**config.mk**
```make
export PLATFORM = sky130hd
export DESIGN_NAME = fma_add_seq
export DESIGN_NICKNAME = d
export VERILOG_FILES = /design/src/rtl/fma_pkg.sv /design/src/rtl/fma_seq_sign.sv /design/src/rtl/fma_add_seq.sv
export SDC_FILE = /design/constraint.sdc
export NUM_CORES = 1
export LEC_CHECK = 0
export ABC_AREA = 1
export ABC_CLOCK_PERIOD_IN_PS = 2550
export CAP_MARGIN = 10
export CORE_MARGIN = 2
export CORE_UTILIZATION = 25
export DETAILED_ROUTE_END_ITERATION = 8
export HOLD_SLACK_MARGIN = 0.05
export MAX_ROUTING_LAYER = met4
export PLACE_DENSITY_LB_ADDON = 0.05
export SYNTH_ARGS = -nofsm -noshare
export SYNTH_HDL_FRONTEND = slang
export SYNTH_SLANG_ARGS = --single-unit
```
**constraint.sdc**
```tcl
create_clock -name clk -period 2.55 [get_ports clk]
set_input_delay 0.255 -clock clk [delete_from_list [all_inputs] [get_ports clk]]
set_output_delay 0.255 -clock clk [all_outputs]
set_load 0.02 [all_outputs]
```
**src/rtl/fma_pkg.sv**
```systemverilog
// Shared definitions for the FMA adder-stage sequencer and its helpers:
// the sequencer state encoding, the fixed request-to-result latency and
// the default width of the opaque request tag.
package fma_pkg;

  // Edges from accept to the first cycle with a valid result
  localparam int FMA_SEQ_LAT = 3;

  // Default width of the destination register / ROB id tag
  localparam int FMA_TAG_W = 5;

  typedef enum logic [1:0] {
    IDLE    = 2'd0,
    EVAL    = 2'd1,
    RESOLVE = 2'd2,
    DONE    = 2'd3
  } fma_seq_state_t;

endpackage

```
**src/rtl/fma_seq_sign.sv**
```systemverilog
// Combinational sign logic for the FMA product/addend adder.
// Works out whether the addition is an effective subtraction, whether the
// selected adder mode produced a negative sum that must be inverted, and
// the sign of the final result. Kept separate so the rounding controller
// can reuse the same rules.
module fma_seq_sign (
  input  logic i_psign,
  input  logic i_zsign,
  input  logic i_kill,
  input  logic i_inc,
  input  logic i_negsum0,
  input  logic i_negsum1,
  input  logic i_neg,
  output logic o_effSub,
  output logic o_negNext,
  output logic o_resSign
);

  // Effective subtract inverts the addend; a negative sum can only arise
  // then, and the flag comes from whichever adder mode is selected. A
  // killed product leaves the addend sign as the result sign.
  always_comb begin
    o_effSub  = i_psign ^ i_zsign;
    o_negNext = o_effSub & (i_inc ? i_negsum1 : i_negsum0);
    o_resSign = i_kill ? i_zsign : (i_psign ^ i_neg);
  end

endmodule

```
**src/rtl/fma_add_seq.sv**
```systemverilog
// Multi-cycle sequencer for the FMA product/addend adder stage.
// One request is accepted at a time; the adder controls are held for an
// evaluate cycle, the adder sign flags are then resolved into the mux
// selects and a sum capture strobe, and the result sign/tag is offered to
// the normalizer over a valid/ready handshake.
// Optional macro FMA_SEQ_PERF_EN adds saturating perf_ops / perf_stall
// counters as extra output ports.
module fma_add_seq
  import fma_pkg::*;
#(
  parameter int TAG_W = FMA_TAG_W
) (
  input  logic             clk,
  input  logic             reset_n,
  input  logic             req_valid,
  output logic             req_ready,
  input  logic             req_psign,
  input  logic             req_zsign,
  input  logic             req_killprod,
  input  logic             req_prodzero,
  input  logic             req_proddenorm,
  input  logic             req_inc,
  input  logic [TAG_W-1:0] req_tag,
  input  logic             flush,
  input  logic             negsum0,
  input  logic             negsum1,
  output logic             invz,
  output logic             killprod,
  output logic             proddenorm,
  output logic             selsum1,
  output logic             negsum,
  output logic             sum_en,
  output logic             res_valid,
  input  logic             res_ready,
  output logic             res_sign,
  output logic [TAG_W-1:0] res_tag
`ifdef FMA_SEQ_PERF_EN
  ,
  output logic [31:0]      perf_ops,
  output logic [31:0]      perf_stall
`endif
);

  fma_seq_state_t r_state;
  fma_seq_state_t w_nextState;

  logic             r_psign;
  logic             r_zsign;
  logic             r_kill;
  logic             r_pden;
  logic             r_inc;
  logic [TAG_W-1:0] r_tag;
  logic             r_neg;
  logic             r_resSign;

  logic             w_accept;
  logic             w_effSub;
  logic             w_negNext;
  logic             w_resSign;

  fma_seq_sign u_sign (
    .i_psign   (r_psign),
    .i_zsign   (r_zsign),
    .i_kill    (r_kill),
    .i_inc     (r_inc),
    .i_negsum0 (negsum0),
    .i_negsum1 (negsum1),
    .i_neg     (r_neg),
    .o_effSub  (w_effSub),
    .o_negNext (w_negNext),
    .o_resSign (w_resSign)
  );

  // Handshake and adder-control outputs; controls come straight from the
  // registered request so they stay stable across EVAL, RESOLVE and DONE
  always_comb begin
    req_ready  = (r_state == IDLE) | ((r_state == DONE) & res_ready);
    w_accept   = req_valid & req_ready & ~flush;
    invz       = w_effSub;
    killprod   = r_kill;
    proddenorm = r_pden;
    selsum1    = r_inc;
    negsum     = (r_state == EVAL) ? 1'b0 : r_neg;
    sum_en     = (r_state == RESOLVE) & ~flush;
    res_valid  = (r_state == DONE) & ~flush;
    res_sign   = r_resSign;
    res_tag    = r_tag;
  end

  // Next-state logic; flush wins over everything, DONE can chain straight
  // into a new EVAL when the result and a new request hand off together
  always_comb begin
    w_nextState = r_state;
    if (flush) begin
      w_nextState = IDLE;
    end else begin
      case (r_state)
        IDLE:    if (w_accept) w_nextState = EVAL;
        EVAL:    w_nextState = RESOLVE;
        RESOLVE: w_nextState = DONE;
        DONE:    if (res_ready) w_nextState = w_accept ? EVAL : IDLE;
        default: w_nextState = IDLE;
      endcase
    end
  end

  // State register plus request capture, sign-flag sampling at the end of
  // EVAL and result-sign capture at the end of RESOLVE
  always_ff @(posedge clk) begin
    if (!reset_n) begin
      r_state   <= IDLE;
      r_psign   <= 1'b0;
      r_zsign   <= 1'b0;
      r_kill    <= 1'b0;
      r_pden    <= 1'b0;
      r_inc     <= 1'b0;
      r_tag     <= '0;
      r_neg     <= 1'b0;
      r_resSign <= 1'b0;
    end else begin
      r_state <= w_nextState;
      if (w_accept) begin
        r_psign <= req_psign;
        r_zsign <= req_zsign;
        r_kill  <= req_killprod | req_prodzero;
        r_pden  <= req_proddenorm;
        r_inc   <= req_inc;
        r_tag   <= req_tag;
      end
      if ((r_state == EVAL) && !flush) begin
        r_neg <= w_negNext;
      end
      if ((r_state == RESOLVE) && !flush) begin
        r_resSign <= w_resSign;
      end
    end
  end

`ifdef FMA_SEQ_PERF_EN
  logic [31:0] r_perfOps;
  logic [31:0] r_perfStall;

  // Saturating counters of completed results and backpressured DONE
  // cycles; only reset clears them so they survive a flush
  always_ff @(posedge clk) begin
    if (!reset_n) begin
      r_perfOps   <= '0;
      r_perfStall <= '0;
    end else begin
      if (res_valid && res_ready && (r_perfOps != 32'hFFFF_FFFF)) begin
        r_perfOps <= r_perfOps + 32'd1;
      end
      if ((r_state == DONE) && !res_ready && (r_perfStall != 32'hFFFF_FFFF)) begin
        r_perfStall <= r_perfStall + 32'd1;
      end
    end
  end

  assign perf_ops   = r_perfOps;
  assign perf_stall = r_perfStall;
`endif

endmodule

```
==> flow_summary.yaml, run 1 <==
sta:
  fin_setup_tns_ps: 0
  slew_viol_final: 0
  final-hold-violation-count: 0
  whs_ps: 500
  relSlewSlack: 0.654
  min_period_ps: 2120
  finalSetupViolCount: 0
  rsz0062_at_grt: "no"
  worst_pin_slew_ps: 517
  period_share: 0.832
  max_clock_freq_ghz: 0.471
  fin_ws_ps: 429
  skew_ps: 3.72
yosys:
  synthArstFlopShare: 0
  yosysMostFrequentCell: "nand2_1"
  synth_edf_count: 0
  ys_top_cells_by_area: "dfxtp_1 (37%), nand2_1 (15%), nor2_1 (11%), ha_1 (8.2%), inv_1 (6.9%)"
  synth_top_area_frac: 0.367
  avgSynthCellArea_sq_um: 6.89
  syn_inst: 111
  synth_nets: 134
  seq_area_frac_synth: 0.367
  synth_area_sq_um: 764
  synth_cell_types: 17
  synth_ff_type: "dfxtp_1"
  synth_common_cells: "nand2_1 (31), nor2_1 (22), dfxtp_1 (14), inv_1 (14), a21oi_1 (7)"
  ys_ff_latch: 14
  ys_warn_count: 0
  synth.largest_area_cell: "dfxtp_1"
clock_tree:
  cts_hold_buf: 0
  clockRootBuffer: "clkbuf_4"
  post_cts_resized: 0
  cts.path.max_buffers: 2
  cts_tree: "built"
  clkLatencyLatePin_ps: 280
  cts_made_buffers: 3
  postCtsSetupBuffers: 0
  cts_max_level: 1
  cts.clk_slew.worst_paths_ps: 90
  clkSinkCount: 14
routing:
  drtIter0Drc: 16
  dr.pass1.iters: 2
  via_per_inst: 4.26
  drc: 0
  wire_per_inst_um: 9.93
  drt.antenna.violating_nets: 0
  vias: 754
  wl_mm: 1.76
floorplanning:
  die_w_um: 59.3
  placement_rows: 20
  io_pins: 32
  core_sq_um: 2980
  dieArea_sq_um: 3520
  start_util: 0.257
  die_y_um: 59.3
global_route:
  grt_pass1_vias: 670
  grt_max_degree: 15
  antenna_found_initial: 0
  grt_overflow_total: 0
  grt_usage: 0.109
  grt_pass1_wl_mm: 2.75
setup_path:
  cp_max_fo: 8
  criticalPathCategory: "flop to output port"
  r2r-start: "r_state[0]"
  cp-start-kind: "flop"
  crit_arrival_ps: 1870
  cp-end-kind: "output port"
  startpoint: "r_state[0]"
  worstPathRequired_ps: 2300
place:
  finalWeightedCongestion: 0.752
  port_buffers: 31
  dpl_cell_area_sq_um: 1090
  dp_slack_ps: 620
  dpl.hpwl_mm: 1.30
  dp.cells: 173
hold_path:
  worstHoldStart: "res_tag[1]"
  hold_class: "flop to flop"
layout:
  final_nets: 168
  areaGrowthSynthToFinish_pct: 47.5
  final_cells: 177
  antennaDiodeCount: 0
  drive_gt1_frac: 0.0556
  final_area_sq_um: 1130
  fill_cells: 342
outcome:
  status: "complete, no violations"
flow_run:
  maxCapViolations: 0
power:
  power.density_nw_per_um2: 470
  p_leak_nw: 0.508
  vdd_ir_drop_max_uv: 333
-- power by group --
part | switching, mW | internal, mW
sequential | 0.00893 | 0.232
clock | 0.0780 | 0.0868
combinational | 0.0603 | 0.0643
total | 0.147 | 0.383
-- final timing paths --
path | end | slack [ps] | cells after the start
setup / recovery | req_ready | 430 | 4
hold / removal | res_tag[1] | 500 | 2
setup reg to reg | proddenorm | 1140 | 7
hold reg to reg | res_tag[1] | 500 | 2
-- per-stage QoR --
step                total power, mW  utilization
floorplan                     0.313            -
global route                  0.563        0.379
CTS                           0.547        0.379
global placement              0.371        0.366
finish                        0.530        0.379
detailed placement            0.372        0.366
-- area by class of cell --
type / count / area (sq um) / area share
Tap cell: 33 / 41.3 / 0.0366
Sequential cell: 14 / 280 / 0.249
Timing Repair Buffer: 31 / 310 / 0.275
Inverter: 16 / 60.1 / 0.0533
Multi-Input combinational cell: 79 / 399 / 0.354
Clock buffer: 4 / 36.3 / 0.0322
-- layout by cell type (no fill, tap or decap), drive strengths merged --
| cell | n |
|---|---|
| o21bai | 2 |
| inv | 16 |
| a31oi | 1 |
| a21oi | 7 |
| o21ai | 2 |
| clkbuf | 4 |
| nand3b | 2 |
| nor2 | 22 |
| nand2 | 32 |
| nand3 | 5 |
| clkdlybuf4s50 | 31 |
| xor2 | 1 |
| ha | 5 |
| dfxtp | 14 |
-- logic make-up (layout without fill, tap and decap cells) --
kind of cell	after synthesis	count (layout)	share of synthesized area
AOI/OAI and AO/OA	12	12	0.101
xor gates and xnor gates	1	1	0.0115
adders and majority gates	5	5	0.0818
buffers and inverters	18	51	0.111
DFF	14	14	0.367
and+or+nand+nor	61	61	0.327
-- worst max-delay path, stage by stage, from the launching register on --
cell and delay (ps):
dfxtp_1 410, ha_1 230, inv_2 60, o21bai_4 230, clkdlybuf4s50_1 650
-- registers in the layout, summed over array words and instances, names as in the netlist --
| name | count |
|---|---|
| proddenorm | 1 |
| r_zsign | 1 |
| r_state | 2 |
| res_tag | 5 |
| killprod | 1 |
| res_sign | 1 |
| selsum1 | 1 |
| r_psign | 1 |
| r_neg | 1 |
-- metal layers --
metal / global-route usage / up-vias / wire length, um
met5: - / - / 0
met4: 0.0292 / 0 / 15
met3: 0.0459 / 2 / 69
met2: 0.174 / 15 / 851
met1: 0.124 / 334 / 821
li1: - / 403 / -
Power figures use the tool's default switching activity.
==> run 2, diff against run 1 <==
- ABC_CLOCK_PERIOD_IN_PS: 2550 -> 1700
- clock period: 2.55 -> 1.7 ns (I/O delays scaled with it)
==> flow_summary.yaml, run 2 (synthesis gave the netlist of run 1 again) <==
setup_path:
  crit_arrival_ps: 1460
  path_buf_inv: 1
  crit_chain: "xor2_1 -> clkdlybuf4s50_1"
  critical_path.slowest_cell: "clkdlybuf4s50_1"
  r2r-start: "r_state[0]"
  cp-end-kind: "output port"
  rr_worst_depth: 8
  r2r_setup_slack_ps: 310
  critPathMaxStageDelay_ps: 630
  worstPathRequired_ps: 1530
  cp_max_fo: 3
  critical-path-top-delay-family: "buffers and inverters"
  r2r-end: "res_tag[3]"
  criticalPathCategory: "flop to output port"
  cp-start-kind: "flop"
layout:
  areaGrowthSynthToFinish_pct: 48.3
  fill_cells: 322
  antennaDiodeCount: 0
  mostFrequentLayoutCells: "nand2_1 (31), clkdlybuf4s50_1 (27), nor2_1 (22)"
  final_cells: 179
  largest_reg_flops: 5
  final_nets: 171
  drive_gt1_frac: 0.0822
  mostFrequentLayoutCell: "nand2_1"
  utilization: 0.381
floorplanning:
  core_sq_um: 2980
  placement_rows: 20
  io_pins: 32
  die_y_um: 59.3
  die_w_um: 59.3
  dieArea_sq_um: 3520
  start_util: 0.257
routing:
  wire_per_inst_um: 9.55
  drc: 0
  drtIter0Drc: 13
  drt.antenna.violating_nets: 0
  via_per_inst: 4.14
  dr.pass1.iters: 4
  vias: 741
  wl_mm: 1.71
global_route:
  grt_overflow_total: 0
  antenna_found_initial: 0
  grt_pass1_vias: 705
  grt_max_degree: 15
  grt_pass1_wl_mm: 2.90
  grt_usage: 0.114
outcome:
  status: "complete, no violations"
sta:
  min_period_ps: 1630
  final-hold-violation-count: 0
  finalSetupViolCount: 0
  max_clock_freq_ghz: 0.614
  worst_pin_slew_ps: 311
  whs_ps: 477
  slew_viol_final: 0
  skew_ps: 2.51
  relSlewSlack: 0.792
  period_share: 0.959
power:
  vdd_ir_drop_max_uv: 258
  power.density_nw_per_um2: 643
  p_clk_frac: 0.245
  p_sw_frac: 0.276
  seqPwrFrac: 0.496
  p_leak_nw: 0.529
  p_comb_frac: 0.259
  p_sw_uw: 201
  p_int_uw: 528
hold_path:
  min_path_cells: 3
  hold_class: "input pin to flop"
  worstHoldStart: "req_tag[4]"
  min_to: "res_tag[4]"
clock_tree:
  clockRootBuffer: "clkbuf_4"
  clkLatencyLatePin_ps: 270
  cts.clk_slew.worst_paths_ps: 80
  cts_max_level: 1
  clkSinkCount: 14
  cts_made_buffers: 3
  postCtsSetupBuffers: 0
  cts.path.max_buffers: 2
  cts_tree: "built"
place:
  port_buffers: 31
  dp.cells: 176
  dpl.hpwl_mm: 1.37
  finalWeightedCongestion: 0.665
flow_run:
  maxCapViolations: 0
## run 2: cell count changes in the layout (fill, tap and decap cells not counted), sizes merged
| cell | change |
|---|---|
| dlygate4sd2 | +4 |
| buf | +3 |
| clkdlybuf4s50 | -4 |
| clkbuf | -1 |
## run 2: area by class of cell
cell class,instances,area [sq um],share of cell area
Multi-Input combinational cell,79,399,0.352
Timing Repair Buffer,34,328,0.289
Sequential cell,14,283,0.249
Inverter,16,60.1,0.0530
Tap cell,33,41.3,0.0364
Clock buffer,3,22.5,0.0199
## run 2: worst max path at each step
stage / startpoint / endpoint / slack, ps / depth (start not counted)
detailed placement: res_ready / req_ready / 80 / 4
CTS: r_state[0] / req_ready / 30 / 4
floorplan: r_state[0] / proddenorm / 340 / 7
finish: r_psign / invz / 70 / 2
global route: r_zsign / invz / -0.2 / 2
global placement: res_ready / req_ready / 90 / 4
## run 2: through the flow
stage | TNS (ps) | total power, mW | cell area, sq um | worst slack (ps)
floorplan | 0 | 0.469 | 764 | 340
global placement | 0 | 0.560 | 1110 | 85.2
detailed placement | 0 | 0.561 | 1110 | 83.3
CTS | 0 | 0.746 | 1130 | 25.4
global route | -0.187 | 0.782 | 1130 | -0.187
finish | 0 | 0.728 | 1130 | 70.3
## run 2: power by group through the flow
stage / combinational, mW / clock (mW) / sequential (mW)
after global placement: 0.192 / 0 / 0.368
after global routing: 0.211 / 0.206 / 0.364
after CTS: 0.192 / 0.193 / 0.361
after floorplan: 0.0853 / 0 / 0.384
after detailed placement: 0.192 / 0 / 0.369
final: 0.188 / 0.179 / 0.361
## run 2: per-layer routing
metal  track usage  routed length [um]  part of all wire
met5             -                   0                 0
met4        0.0682                  18             0.011
met3        0.0197                  62             0.036
met2         0.179                 853              0.50
met1         0.136                 775              0.45
## run 2: timing repair
action,4_1_cts,5_1_grt
gates resized for setup,4,2
setup endpoints to repair,4,3
hold buffers,0,0
## run 2: worst min-delay path: cells and delay by family
kind                   cells  cell delay (ps)
buffers and inverters      1              390
and+or+nand+nor            2              150
